<file path="src/rtl/shift_pipe.sv">
// rtl/shift_pipe.sv - pipelined logarithmic shifter/rotator with valid/ready handshake,
// carry-out, reserved-op flagging and a running signature of delivered results.
module shift_pipe #(
  parameter int WIDTH  = 32,
  parameter int STAGES = 2
) (
  input  logic                       clk,
  input  logic                       rst_n,
  input  logic                       flush,
  input  logic                       in_valid,
  output logic                       in_ready,
  input  logic [WIDTH-1:0]           in_data,
  input  logic [$clog2(WIDTH)-1:0]   in_amt,
  input  logic [2:0]                 in_op,
  output logic                       out_valid,
  input  logic                       out_ready,
  output logic [WIDTH-1:0]           out_data,
  output logic                       out_carry,
  output logic                       out_illegal,
  output logic [WIDTH-1:0]           sig,
  output logic [15:0]                count
);

  localparam int SHW   = $clog2(WIDTH);
  localparam int CHUNK = (SHW + STAGES - 1) / STAGES;

  localparam logic [2:0] OP_SHL = 3'd0;
  localparam logic [2:0] OP_SHR = 3'd1;
  localparam logic [2:0] OP_SRA = 3'd2;
  localparam logic [2:0] OP_ROL = 3'd3;
  localparam logic [2:0] OP_ROR = 3'd4;

  function automatic logic [WIDTH-1:0] shift_by(input logic [WIDTH-1:0] d,
                                                input logic [2:0] op,
                                                input int sh);
    logic [WIDTH-1:0] r;
    r = d;
    case (op)
      OP_SHL:  r = d << sh;
      OP_SHR:  r = d >> sh;
      OP_SRA:  r = $signed(d) >>> sh;
      OP_ROL:  r = (d << sh) | (d >> (WIDTH - sh));
      OP_ROR:  r = (d >> sh) | (d << (WIDTH - sh));
      default: r = d;
    endcase
    return r;
  endfunction

  // Amount bit k is owned by stage k/CHUNK; stages past the top amount bit pass through.
  function automatic logic [WIDTH-1:0] apply_stage(input logic [WIDTH-1:0] d,
                                                   input logic [2:0] op,
                                                   input logic [SHW-1:0] amt,
                                                   input int stage);
    logic [WIDTH-1:0] r;
    r = d;
    for (int k = 0; k < SHW; k++) begin
      if (((k / CHUNK) == stage) && amt[k]) r = shift_by(r, op, 1 << k);
    end
    return r;
  endfunction

  logic              e_illegal;
  logic              e_carry;
  logic [SHW-1:0]    e_amt;
  logic [SHW-1:0]    neg_amt;
  logic [SHW-1:0]    amt_m1;

  // Carry is resolved from the unshifted operand so it can ride along with the beat.
  always_comb begin
    e_illegal = (in_op > OP_ROR);
    e_amt     = e_illegal ? '0 : in_amt;
    neg_amt   = ~in_amt + 1'b1;
    amt_m1    = in_amt - 1'b1;
    e_carry   = 1'b0;
    if (!e_illegal && (in_amt != '0)) begin
      case (in_op)
        OP_SHL, OP_ROL: e_carry = in_data[neg_amt];
        default:        e_carry = in_data[amt_m1];
      endcase
    end
  end

  logic [STAGES-1:0] vld;
  logic [STAGES-1:0] cry;
  logic [STAGES-1:0] ill;
  logic [WIDTH-1:0]  dat   [STAGES];
  logic [SHW-1:0]    amt_q [STAGES];
  logic [2:0]        op_q  [STAGES];

  logic advance;
  logic accept;
  logic xfer;

  assign advance = !vld[STAGES-1] || out_ready;
  assign in_ready = rst_n && !flush && advance;
  assign accept   = in_valid && in_ready;
  assign xfer     = vld[STAGES-1] && out_ready && !flush;

  assign out_valid   = vld[STAGES-1];
  assign out_data    = dat[STAGES-1];
  assign out_carry   = cry[STAGES-1];
  assign out_illegal = ill[STAGES-1];

  always_ff @(posedge clk or negedge rst_n) begin
    if (!rst_n) begin
      vld <= '0;
      cry <= '0;
      ill <= '0;
      for (int s = 0; s < STAGES; s++) begin
        dat[s]   <= '0;
        amt_q[s] <= '0;
        op_q[s]  <= '0;
      end
    end else if (flush) begin
      vld <= '0;
    end else if (advance) begin
      vld[0]   <= accept;
      cry[0]   <= e_carry;
      ill[0]   <= e_illegal;
      dat[0]   <= apply_stage(in_data, in_op, e_amt, 0);
      amt_q[0] <= e_amt;
      op_q[0]  <= in_op;
      for (int s = 1; s < STAGES; s++) begin
        vld[s]   <= vld[s-1];
        cry[s]   <= cry[s-1];
        ill[s]   <= ill[s-1];
        dat[s]   <= apply_stage(dat[s-1], op_q[s-1], amt_q[s-1], s);
        amt_q[s] <= amt_q[s-1];
        op_q[s]  <= op_q[s-1];
      end
    end
  end

  always_ff @(posedge clk or negedge rst_n) begin
    if (!rst_n) begin
      sig   <= '0;
      count <= '0;
    end else if (xfer) begin
      sig   <= {sig[WIDTH-2:0], sig[WIDTH-1]} ^ dat[STAGES-1];
      count <= count + 16'd1;
    end
  end

endmodule

</file>
<file path="config.mk">
export PLATFORM = sky130hd
export DESIGN_NAME = shift_pipe
export DESIGN_NICKNAME = d
export VERILOG_FILES = /design/src/rtl/shift_pipe.sv
export SDC_FILE = /design/constraint.sdc
export NUM_CORES = 1
export LEC_CHECK = 0
export CAP_MARGIN = 30
export CORE_UTILIZATION = 48
export DETAILED_ROUTE_END_ITERATION = 7
export DONT_BUFFER_PORTS = 1
export PLACE_DENSITY_LB_ADDON = 0.15
export REMOVE_ABC_BUFFERS = 1
export SYNTH_ARGS = -nofsm -noshare
export SYNTH_HDL_FRONTEND = slang
export SYNTH_SLANG_ARGS = --single-unit
export TNS_END_PERCENT = 30
</file>
<file path="constraint.sdc">
create_clock -name clk -period 3.5 [get_ports clk]
set_input_delay 0.175 -clock clk [delete_from_list [all_inputs] [get_ports clk]]
set_output_delay 0.175 -clock clk [all_outputs]
set_load 0.01 [all_outputs]
</file>
; Yosys cells after proc, flatten, opt, wreduce, memory -nomap -nowiden
; Index checks and enable logic that the tools add are counted.
[op_classes]
n_eq_ne = 8
mux = 25
addsub = 3
bitwise = 12
order_cmp = 3
reduce_logical = 17
[op_table]
columns = operator, n
row1 = 32-bit case mux with 5 select lines, 4
row2 = 32-bit two-way mux, 11
row3 = 32-bit case mux with 4 select lines, 1
row4 = 16-bit by 32-bit OR with 32-bit output, 1
row5 = 24-bit by 32-bit OR with 32-bit output, 1
row6 = 28-bit by 32-bit OR with 32-bit output, 1
row7 = 30-bit by 32-bit OR with 32-bit output, 1
row8 = 31-bit by 32-bit OR with 32-bit output, 1
row9 = 32-bit by 1-bit OR with 32-bit output, 1
row10 = 32-bit by 2-bit OR with 32-bit output, 1
row11 = 32-bit by 4-bit OR with 32-bit output, 1
row12 = 32-bit by 8-bit OR with 32-bit output, 1
row13 = 32-bit bitwise XOR, 1
row14 = 16-bit by 1-bit adder with 16-bit output (second input constant), 1
row15 = 3-bit by 2-bit equality test with 1-bit output (second input constant), 4
row16 = 5-bit by 6-bit < comparator with 1-bit output (second input constant), 2
row17 = 1-bit binary-select mux with 5-bit select, 2
row18 = 3-bit by 1-bit equality test with 1-bit output (second input constant), 2
row19 = 3-bit equality test (second input constant), 2
row20 = 1-bit logical AND, 6
row21 = 3-bit zero test, 2
row22 = 5-bit by 1-bit adder with 5-bit output (second input constant), 1
row23 = 5-bit two-way mux, 1
row24 = 5-bit inverter, 1
row25 = other kinds (11), 18
[totals]
out_inout_bits = 84
elab_cells = 77
regBits = 126
inputBits = 45

; Logic depth before layout (Yosys ltp)
[depth]
ltp_word = 13
mapped_depth = 12
depth_no_buf = 9

; Least setup slack after synthesis
; No wires, ideal clock.
[synth_timing]
kind = input to register
from = in in_amt[0]
to = reg cry[0]
required_ps = 3379
path_slack_ps = 878
arrival_time_ps = 2501
setup_time_ps = 121
cell_stages = 12
cell_sequence = inv_1 clkbuf_1 buf_2 ha_1 clkbuf_1 buf_2 mux4_2 mux4_2 mux2i_1 nor4_1 a21oi_1 nand2_1
[synth_via]
elab_chain_cells = 6
[synth_lines]
columns = item, line
row1 = "start, declared", 13  ; input logic [$clog2(WIDTH)-1:0] in_amt,
row2 = 5-bit inverter, 72  ; neg_amt = ~in_amt + 1'b1;
row3 = 5-bit by 1-bit adder with 5-bit output, 72
row4 = 1-bit binary-select mux with 5-bit select, 77  ; OP_SHL, OP_ROL: e_carry = in_data[neg_amt];
row5 = 1-bit two-way mux (not written as such), 77
row6 = 1-bit two-way mux, 76  ; case (in_op)
row7 = 1-bit two-way mux *, 75  ; if (!e_illegal && (in_amt != '0)) begin
row8 = "end signal, assigned", 118  ; cry[0] <= e_carry;
row9 = "end signal, assigned by index", 125  ; cry[s] <= cry[s-1];
row10 = "end, declared", 84  ; logic [STAGES-1:0] cry;
; Every way passes the cells marked *; elsewhere a longest branch is shown, timed or not. The select of a mux whose other input is x is not followed.
; A chain may end at the register's enable or synchronous reset.

; Worst setup path in the final report
[layout_timing]
from = reg vld[1]
to = reg dat[61] (netlist name)
[layout_via]
elab_chain_cells = 3
[layout_lines]
columns = item, line
row1 = "start, declared", 83  ; logic [STAGES-1:0] vld;
row2 = "start signal, assigned by index", 124  ; vld[s] <= vld[s-1];
row3 = 1-bit zero test, 94  ; assign advance = !vld[STAGES-1] || out_ready;
row4 = 1-bit logical OR, 94
row5 = 2-bit AND reduction (no source line), --
row6 = "end signal, assigned by index", 127  ; dat[s] <= apply_stage(dat[s-1], op_q[s-1], amt_q[s-1], s);
row7 = "end, declared", 86  ; logic [WIDTH-1:0] dat [STAGES];
; No other way between the ends.

==> reports/qor.csv <==
metric;value;unit
CTS buffer count;17;
PD cells;533;nW/um^2
Yosys cell types;94;
Worst setup endpoint;dat[61];
sequential fraction of the synthesis area;29.4;%
antenna violations before repair;0;
initial drt markers;1337;
clk buf depth;2;
Clk pin slew, worst setup/hold paths;0.06;ns
Slew Viols, Final;0;
Layout Nets;1213;
routed len/inst;25.5;um
FF+latch count, synth;123;
Clock Skew;0.0120;ns
antenna-violating nets left;0;
depth of the worst register-to-register path;7;
Final Cell Area;11000;um^2
CP max FO;21;
worst slew pin tran;0.934;ns
Critical Path, Cell by Cell;nor2b_1 > or2_2 > a21oi_1 > buf_4 > nand2_1 > o221ai_1 > a21oi_1;
Tightest Hold Check Type;input pin to register;
Top Layer Used;met4;
vias post-DR;10227;
Top FF cell, synth;dfrtp_1;
DRC viols;0;
largest net degree at the start of global routing;124;
Setup violations, final;0;
CTS sink cnt;123;
post-layout min period;2.55;ns
Avg Inst Size Synth;8.34;um^2
routed wl met3;4570;um
RSZ-0062 raised after global routing;false;
metal2 WL;15800;um
via-per-instance ratio;7.04;
TritonCTS clock tree;done;
critical path launch point;vld[1];
ys async rst share;100;%
kind of critical path;register to register;
Leak Pwr;0.00420;uW
vias in the first global route;9542;
placed insts;1414;
Tcrit/Tclk final;72.7;%
Max Cap Viol;0;
first-pass GRT wire length;56900;um
dpl cell area;10300;um^2
Total Routing Usage GR;33.5;%
Final Hold Viols;0;
Post-CTS Setup Bufs;0;
Worst Path Required;3.81;ns
Peak VDD IR;0.000286;V
clock root buffer;clkbuf_16;
dpl hpwl;25600;um
die height;150;um
Initial Utilization;49.4;%
cell taking the most area after synthesis;dfrtp_1;
DP Worst Slack;0.768;ns
slowest stage cell, crit path;a21oi_1;
Worst slew margin;37.7;%
IO Port Bufs;0;
core box area;21200;um^2
Cells after Synth;1256;
worst setup margin;0.954;ns
r2r endpoint;dat[61];
met1 WL;15500;um
I/O pins;129;
clk_lat worst skew;0.44;ns
setup TNS;0;ns
grt total ovfl;0;
cells taking the most area after synthesis;dfrtp_1 (29%), nor2_1 (5.6%), o21ai_0 (4.6%);
combinational power share;27.6;%
Site Rows;53;
htree depth;4;
final wirelength;37000;um
status;completed;
Synthesis Warnings;0;
Highest Clock Rate;393;MHz
Psw;2240;uW
Layout Area Growth over Synthesis;4.93;%
Pwr Total;5860;uW
antenna cell count;0;
hold-fix buffers at CTS;7;
Yosys top cell area share;29.4;%
layout cells sized above 1;12.6;%
clock network power share;32.7;%
crit-path max cell delay;0.67;ns
CP most frequent cell;a21oi_1;
Die W;150;um
crit path launch type;register;
Post-CTS Resized;0;
GPL Wtd Cong;0.941;
drt first pass iters;6;
Die Area;22400;um^2
Internal Power;3620;uW
WP data arrival;2.85;ns
CP Capture Type;register;
R2R Path Start;vld[1];
number of synthesized flops with an enable pin;0;
Reg power frac;39.8;%
register-to-register setup slack;0.95;ns
Layout Cells excl Fill;1453;
cell area after synthesis;10500;um^2
switch share;38.2;%
-- cells in the mapped netlist, types with 7 or more instances --
master	instances
nor2_1	155
nand2_1	127
dfrtp_1	123
o21ai_0	96
a21oi_1	73
clkbuf_1	69
xnor2_1	48
a221oi_1	45
buf_4	42
mux2i_1	35
buf_2	29
o211ai_1	22
mux4_2	21
nand3_1	18
o221ai_1	17
mux2_2	16
a211oi_1	15
o22ai_1	15
a22oi_1	14
nor3_1	14
nor2b_1	11
o21bai_1	10
a211o_1	9
a31oi_1	9
or3_1	8
or4b_1	8
a32oi_1	7
and2_1	7
buf_6	7
inv_1	7
nor3b_1	7
nor4b_1	7
o21ai_1	7
-- cell type report --
class                           count  area, um^2
Inverter                            8        30.0
Sequential cell                   123        3080
Clock buffer                       17         425
Tap cell                          275         344
Fill cell                        2045       10200
Clock inverter                     15         203
Multi-Input combinational cell    972        6560
Timing Repair Buffer               43         358
-- cells by family after synthesis --
kind of cell | Yosys count | synth area share [%]
adder cells (fa/ha/maj) | 3 | 0.358
buffers and inverters | 161 | 8.12
multiplexers | 74 | 9.79
flip-flops | 123 | 29.4
AND/OR/NAND/NOR | 409 | 18.2
XOR/XNOR | 55 | 4.74
AO/OA/AOI/OAI | 431 | 29.4
-- cell usage in the layout (no fill, tap or decap), types with 11 or more instances in the layout --
cell type and count:
mux2_2 16, nand3_1 18, nor3_1 14, o211ai_1 22, a21oi_1 73, clkbuf_16 17, o221ai_1 17, xnor2_1 48
nand2_1 127, a221oi_1 45, mux4_2 21, nor2_1 154, o21ai_0 96, mux2i_1 35, o22ai_1 15, a211oi_1 15
buf_4 36, dfrtp_1 123, nor2b_1 11, a22oi_1 14
-- stage by stage --
stage	utilization, %	hold slack, ns
final	51.8	0.00505
after global routing	51.8	0.0116
after CTS	51.8	0.00331
after detailed placement	48.4	-0.118
after global placement	48.4	-0.118
after floorplan	-	-0.121
-- power by group through the flow --
stage	Sequential (uW)	Clock [uW]	Combinational [uW]
final	2330	1910	1620
after CTS	2330	1940	1580
after detailed placement	2360	0	1530
after global placement	2350	0	1510
after floorplan	2200	0	1150
after global routing	2380	2010	1770
-- worst max-delay path, delay by kind of cell (launching register included) --
| kind | cells | cell delay, ns |
|---|---|---|
| AOI/OAI and AO/OA | 3 | 0.91 |
| and+or+nand+nor | 3 | 0.78 |
| DFF | 1 | 0.43 |
| buffers and inverters | 1 | 0.31 |
-- per-layer routing --
layer | vias to the layer above | GRT usage (%)
li1 | 4503 | -
met1 | 4891 | 48.2
met2 | 731 | 47.8
met3 | 102 | 8.57
met4 | 0 | 12.6
met5 | - | 0
-- worst min-delay path by stage --
stage / from / endpoint / cells after the start
CTS: in_amt[1] / dat[33] / 2
finish: in_amt[1] / dat[33] / 2
detailed placement: rst_n / count[15] / 0
floorplan: rst_n / amt_q[8] / 0
global route: in_amt[1] / dat[33] / 2
global placement: rst_n / count[15] / 0
-- state kept, by name (all words and copies together), names as in the netlist --
register	flops
op_q	3
dat	32
ill	2
sig	32
out_data	32
count	16
amt_q	2
vld	2
cry	2
(Power assumes the default switching activity.)
